<file path="src/rtl/ppu_bus_monitor.sv">
// ppu_bus_monitor: conditions raw PPU CHR bus activity into clean one-clock
// events for mapper IRQ logic. It produces a filtered A12 rise, a CHR read
// strobe, and a nametable-fetch based scanline/frame tracker.
module ppu_bus_monitor #(
  parameter int LOW_MIN = 2,
  parameter int TIMEOUT = 3,
  parameter int MATCHES = 3
) (
  input  logic        clk_i,
  input  logic        reset_i,
  input  logic        enable_i,
  input  logic        ce_i,
  input  logic        ppu_ce_i,
  input  logic [13:0] chr_ain_i,
  input  logic        chr_read_i,
  output logic        a12_rise_o,
  output logic        chr_rd_strobe_o,
  output logic        scanline_pulse_o,
  output logic        frame_start_o,
  output logic        in_frame_o,
  output logic [7:0]  scanline_cnt_o
);

  localparam logic [3:0] LOW_MIN_C   = 4'(LOW_MIN);
  localparam logic [3:0] TIMEOUT_C   = 4'(TIMEOUT);
  // A repeat read seen with this many prior matches completes the run.
  localparam logic [2:0] MATCH_PRE_C = 3'(MATCHES - 2);

  typedef enum logic {
    IDLE     = 1'b0,
    IN_FRAME = 1'b1
  } state_e;

  state_e      state_q, state_d;
  logic [7:0]  scanline_cnt_q, scanline_cnt_d;
  logic        old_a12_q, old_a12_d;
  logic [3:0]  low_cnt_q, low_cnt_d;
  logic [13:0] last_nt_q, last_nt_d;
  logic [2:0]  match_cnt_q, match_cnt_d;
  logic [3:0]  idle_cnt_q, idle_cnt_d;
  logic        a12_rise_q, a12_rise_d;
  logic        chr_rd_strobe_q, chr_rd_strobe_d;
  logic        scanline_pulse_q, scanline_pulse_d;
  logic        frame_start_q, frame_start_d;
  logic        ppu_rd;
  logic        detect;
  logic        timeout;

  // Next-state logic: A12 low-time filter, nametable run detector, idle timeout
  // and frame/scanline FSM. A disabled mapper forces every register to its
  // reset value.
  always_comb begin
    state_d          = state_q;
    scanline_cnt_d   = scanline_cnt_q;
    old_a12_d        = old_a12_q;
    low_cnt_d        = low_cnt_q;
    last_nt_d        = last_nt_q;
    match_cnt_d      = match_cnt_q;
    idle_cnt_d       = idle_cnt_q;
    a12_rise_d       = 1'b0;
    chr_rd_strobe_d  = 1'b0;
    scanline_pulse_d = 1'b0;
    frame_start_d    = 1'b0;
    ppu_rd           = ppu_ce_i && chr_read_i;
    detect           = 1'b0;
    timeout          = 1'b0;

    if (!enable_i) begin
      state_d        = IDLE;
      scanline_cnt_d = '0;
      old_a12_d      = 1'b0;
      low_cnt_d      = LOW_MIN_C;
      last_nt_d      = '0;
      match_cnt_d    = '0;
      idle_cnt_d     = '0;
    end else begin
      chr_rd_strobe_d = ppu_rd;

      if (ppu_ce_i && chr_ain_i[12] && !old_a12_q) begin
        a12_rise_d = (low_cnt_q >= LOW_MIN_C);
        low_cnt_d  = '0;
      end else if (ce_i && !old_a12_q && (low_cnt_q < LOW_MIN_C)) begin
        low_cnt_d = low_cnt_q + 4'd1;
      end
      if (ppu_ce_i) begin
        old_a12_d = chr_ain_i[12];
      end

      if (ppu_rd) begin
        idle_cnt_d = '0;
        if (chr_ain_i[13]) begin
          if (chr_ain_i == last_nt_q) begin
            if (match_cnt_q != 3'd7) begin
              match_cnt_d = match_cnt_q + 3'd1;
            end
            detect = (match_cnt_q == MATCH_PRE_C);
          end else begin
            match_cnt_d = '0;
            last_nt_d   = chr_ain_i;
          end
        end else begin
          match_cnt_d = '0;
        end
      end else if (ce_i && (idle_cnt_q != TIMEOUT_C)) begin
        idle_cnt_d = idle_cnt_q + 4'd1;
      end
      timeout = (idle_cnt_d == TIMEOUT_C);

      if (detect) begin
        scanline_pulse_d = 1'b1;
        if (state_q == IDLE) begin
          state_d        = IN_FRAME;
          scanline_cnt_d = '0;
          frame_start_d  = 1'b1;
        end else begin
          scanline_cnt_d = scanline_cnt_q + 8'd1;
        end
      end else if (timeout) begin
        state_d     = IDLE;
        match_cnt_d = '0;
      end
    end
  end

  // State and output registers with asynchronous reset.
  always_ff @(posedge clk_i or posedge reset_i) begin
    if (reset_i) begin
      state_q          <= IDLE;
      scanline_cnt_q   <= '0;
      old_a12_q        <= 1'b0;
      low_cnt_q        <= LOW_MIN_C;
      last_nt_q        <= '0;
      match_cnt_q      <= '0;
      idle_cnt_q       <= '0;
      a12_rise_q       <= 1'b0;
      chr_rd_strobe_q  <= 1'b0;
      scanline_pulse_q <= 1'b0;
      frame_start_q    <= 1'b0;
    end else begin
      state_q          <= state_d;
      scanline_cnt_q   <= scanline_cnt_d;
      old_a12_q        <= old_a12_d;
      low_cnt_q        <= low_cnt_d;
      last_nt_q        <= last_nt_d;
      match_cnt_q      <= match_cnt_d;
      idle_cnt_q       <= idle_cnt_d;
      a12_rise_q       <= a12_rise_d;
      chr_rd_strobe_q  <= chr_rd_strobe_d;
      scanline_pulse_q <= scanline_pulse_d;
      frame_start_q    <= frame_start_d;
    end
  end

  assign a12_rise_o       = a12_rise_q;
  assign chr_rd_strobe_o  = chr_rd_strobe_q;
  assign scanline_pulse_o = scanline_pulse_q;
  assign frame_start_o    = frame_start_q;
  assign in_frame_o       = (state_q == IN_FRAME);
  assign scanline_cnt_o   = scanline_cnt_q;

endmodule

</file>
<file path="config.mk">
export PLATFORM = sky130hd
export DESIGN_NAME = ppu_bus_monitor
export DESIGN_NICKNAME = d
export VERILOG_FILES = /design/src/rtl/ppu_bus_monitor.sv
export SDC_FILE = /design/constraint.sdc
export NUM_CORES = 1
export LEC_CHECK = 0
export CORE_MARGIN = 4
export CORE_UTILIZATION = 54
export CTS_CLUSTER_SIZE = 16
export DETAILED_ROUTE_END_ITERATION = 12
export GPL_ROUTABILITY_DRIVEN = 0
export PLACE_DENSITY = 0.8
export SYNTH_ARGS = -nofsm -noshare
export SYNTH_HDL_FRONTEND = slang
export SYNTH_SLANG_ARGS = --single-unit
</file>
<file path="constraint.sdc">
create_clock -name clk_i -period 2.11 [get_ports clk_i]
set_clock_uncertainty 0.05 [all_clocks]
set_input_delay 0.211 -clock clk_i [delete_from_list [all_inputs] [get_ports clk_i]]
set_output_delay 0.211 -clock clk_i [all_outputs]
set_load 0.02 [all_outputs]
</file>
==> flow_metrics.tcl, run 1 <==
set metrics [dict create \
    placed_cells_incl_taps 319 \
    synth_edf_count 0 \
    track_usage_pct 18.73 \
    yosys_warnings 0 \
    layout-drive-gt1-share_pct 11.83 \
    fp-row-count 22 \
    hold_violations 0 \
    min_period_over_period_pct 96.28 \
    synthArstFlopShare_pct 100.0 \
    rr_endpoint "last_nt_q[12]$_DFFE_PP0P_" \
    syn_nets 259 \
    r2r-start "last_nt_q[2]$_DFFE_PP0P_" \
    crit_path_end "last_nt_q[12]$_DFFE_PP0P_" \
    synth_flop_cell "dfrtp_1" \
    arrival_ns 2.19 \
    rsz0062_at_grt "no" \
    ioPinCount 33 \
    dp_hpwl_um 3128 \
    r2r_slack_ns 0.10 \
    cts_hold_buf 0 \
    design_power_total_mw 1.615 \
    via_per_inst 5.661 \
    slowest_delay_ns 0.80 \
    drtPass1Iterations 4 \
    insertion_delay_ns 0.29 \
    start_util_pct 57.77 \
    grt_max_degree 51 \
    power_density_nw_per_um2 580.5 \
    worstPathRequired_ns 2.27 \
    maxCapViolations 0 \
    period_needed_ns 2.031 \
    first_global_vias 1829 \
    routedWlPerCell_um 13.44 \
    drc 0 \
    finalMaxSlewViolations 0 \
    ys_types 50 \
    gr-total-overflow 0 \
    tns_ns 0 \
    routed_wl_um 4395 \
    vdd_drop_max_v 0.0004961 \
    crit_start "chr_ain_i[9]" \
    postSynthAreaPerCell_sq_um 9.419 \
    postRouteAntennaNets 0 \
    path_max_fanout 14 \
    path_cells "clkdlybuf4s50_1, inv_1, o22ai_1, nor4_4, a21oi_2, mux2i_1" \
    syn_inst 233 \
    critical_path_class "primary input to flip-flop" \
    final_area_sq_um 2781 \
    final_common_cell "nand2_1" \
    fmax_mhz 492.3 \
    antenna_found_initial 0 \
    yosys_register_bits 39 \
    p_leak_nw 1.176 \
    post-place-ws_ns -0.2261 \
    fin_util_pct 73.22 \
    r2r_cells 5 \
    cp-end-kind "flip-flop" \
    place_area_sq_um 2654 \
    worst_slew_pin_slew_ns 1.005 \
    area_delta_synth_final_pct 26.74 \
    die_area_sq_um 5148 \
    stdcell_count 327 \
    clockRootBuffer "clkbuf_8" \
    cts_buffer_depth 2 \
    dieWidth_um 71.75 \
    setup_viol 0 \
    cts_htree_levels 2 \
    port-buffer-count 32 \
    final_nets 304 \
    n_antenna_cell 0 \
    layout_common_cells "nand2_1, dfrtp_1, clkdlybuf4s50_1, buf_4, mux2i_1" \
    critPathLaunchType "primary input" \
    max_slew_margin_pct 32.99 \
    core_sq_um 3799 \
    worst_slack_ns 0.07853 \
    cts_tree "built" \
    drt_iter0_drc 174 \
    cts_buffers 5 \
    via_count 1851 \
    chipHeight_um 71.75 \
    whs_ns 0.2751 \
    ys_seq_area_share_pct 44.53 \
    netlist_area_sq_um 2195 \
    status "finished, final reports clean" \
    cpMaxStageDelayCell "a21oi_2" \
    clk_pin_slew_ns 0.08 \
    hold_class "primary input to asynchronous set/reset pin" \
    cts.sinks 39 \
    grt_pass1_wl_um 7783 \
]
## timing repair
item | in CTS | in global routing
setup endpoints to repair | 0 | 3
buffers inserted | 0 | 0
gates resized for setup | 0 | 2
## area by class of cell
class / count / area (sq um)
multi-input combinational: 174 / 1140
fill: 317 / 1017
sequential: 39 / 977.2
timing repair buffer: 47 / 445.4
clock buffer: 6 / 82.58
tap: 48 / 60.06
inverter: 11 / 41.29
clock inverter: 2 / 35.03
## cell families (layout without fill, tap and decap cells)
| family | count (synthesis) | count (layout) | share of synthesized area (%) |
|---|---|---|---|
| XOR/XNOR | 13 | 13 | 5.188 |
| buffers and inverters | 20 | 66 | 3.991 |
| AO/OA/AOI/OAI | 38 | 38 | 12.43 |
| flip-flops | 39 | 39 | 44.53 |
| AND/OR/NAND/NOR | 103 | 103 | 24.00 |
| multiplexers | 14 | 14 | 6.442 |
| adder cells (fa/ha/maj) | 6 | 6 | 3.421 |
## registers in the layout, summed over array words and instances, names as in the netlist
register          flops
scanline_pulse_o      1
chr_rd_strobe_o       1
old_a12_q             1
a12_rise_o            1
in_frame_o            1
last_nt_q            14
scanline_cnt_o        8
frame_start_o         1
match_cnt_q           3
low_cnt_q             4
idle_cnt_q            4
## critical path: cells and delay by family
kind	cells	cell delay [ns]
simple gates	1	0.09
buf+inv	2	0.56
compound gates	2	1.03
mux	1	0.28
## power breakdown
group / total [mW] / leakage, nW / switching, mW / internal, mW
clock network: 0.646 / 0.0612 / 0.263 / 0.383
logic: 0.192 / 0.579 / 0.0971 / 0.0951
registers: 0.777 / 0.536 / 0.0123 / 0.764
total: 1.61 / 1.18 / 0.372 / 1.24
## cells in the mapped netlist, types with 3 or more instances
cell	number	area, sq um
clkbuf_1	5	18.77
xnor2_1	12	105.1
a21boi_0	3	22.52
dfrtp_1	38	950.9
nand2_1	48	180.2
nor3_1	4	20.02
a31o_1	3	26.28
nor3b_1	5	37.54
o21ai_0	3	15.01
a21oi_1	6	30.03
nor2_1	11	41.29
mux2i_1	13	130.1
ha_1	6	75.07
a31oi_1	7	43.79
nand3_1	6	30.03
and3_1	4	25.02
nor2b_1	4	25.02
nand4_1	6	37.54
inv_1	11	41.29
## worst min path at each step
stage                                            to  slack [ns]
after floorplan            last_nt_q[4]$_DFFE_PP0P_        0.30
after global placement     low_cnt_q[2]$_DFFE_PP0P_        0.42
after detailed placement   low_cnt_q[2]$_DFFE_PP0P_        0.43
after CTS                  low_cnt_q[2]$_DFFE_PP0P_        0.29
after global routing      chr_rd_strobe_o$_DFF_PP0_        0.32
final                      low_cnt_q[2]$_DFFE_PP0P_        0.28
## layer usage
| layer | share of wire, % | vias up | wire length [um] | GRT usage [%] |
|---|---|---|---|---|
| li1 | - | 909 | - | - |
| met1 | 45 | 903 | 1970 | 23.20 |
| met2 | 51 | 37 | 2226 | 32.76 |
| met3 | 4.3 | 2 | 187 | 5.470 |
| met4 | 0.25 | 0 | 11 | 3.132 |
| met5 | 0 | - | 0 | 0 |
(Power assumes the default switching activity.)
==> inputs of run 2 (changes only) <==
--- a/config.mk
+++ b/config.mk
@@ -5,6 +5,7 @@
 export SDC_FILE = /design/constraint.sdc
 export NUM_CORES = 1
 export LEC_CHECK = 0
+export CAP_MARGIN = 5
 export CORE_MARGIN = 4
 export CORE_UTILIZATION = 54
 export CTS_CLUSTER_SIZE = 16
==> results of run 2 <==
Final layout, timing and power as in run 1 (identical DEF).
==> inputs of run 3 (changes only) <==
--- a/config.mk
+++ b/config.mk
@@ -12,6 +12,7 @@
 export DETAILED_ROUTE_END_ITERATION = 12
 export GPL_ROUTABILITY_DRIVEN = 0
 export PLACE_DENSITY = 0.8
+export SLEW_MARGIN = 20
 export SYNTH_ARGS = -nofsm -noshare
 export SYNTH_HDL_FRONTEND = slang
 export SYNTH_SLANG_ARGS = --single-unit
==> results of run 3 <==
Final layout, timing and power as in run 1 (identical DEF).
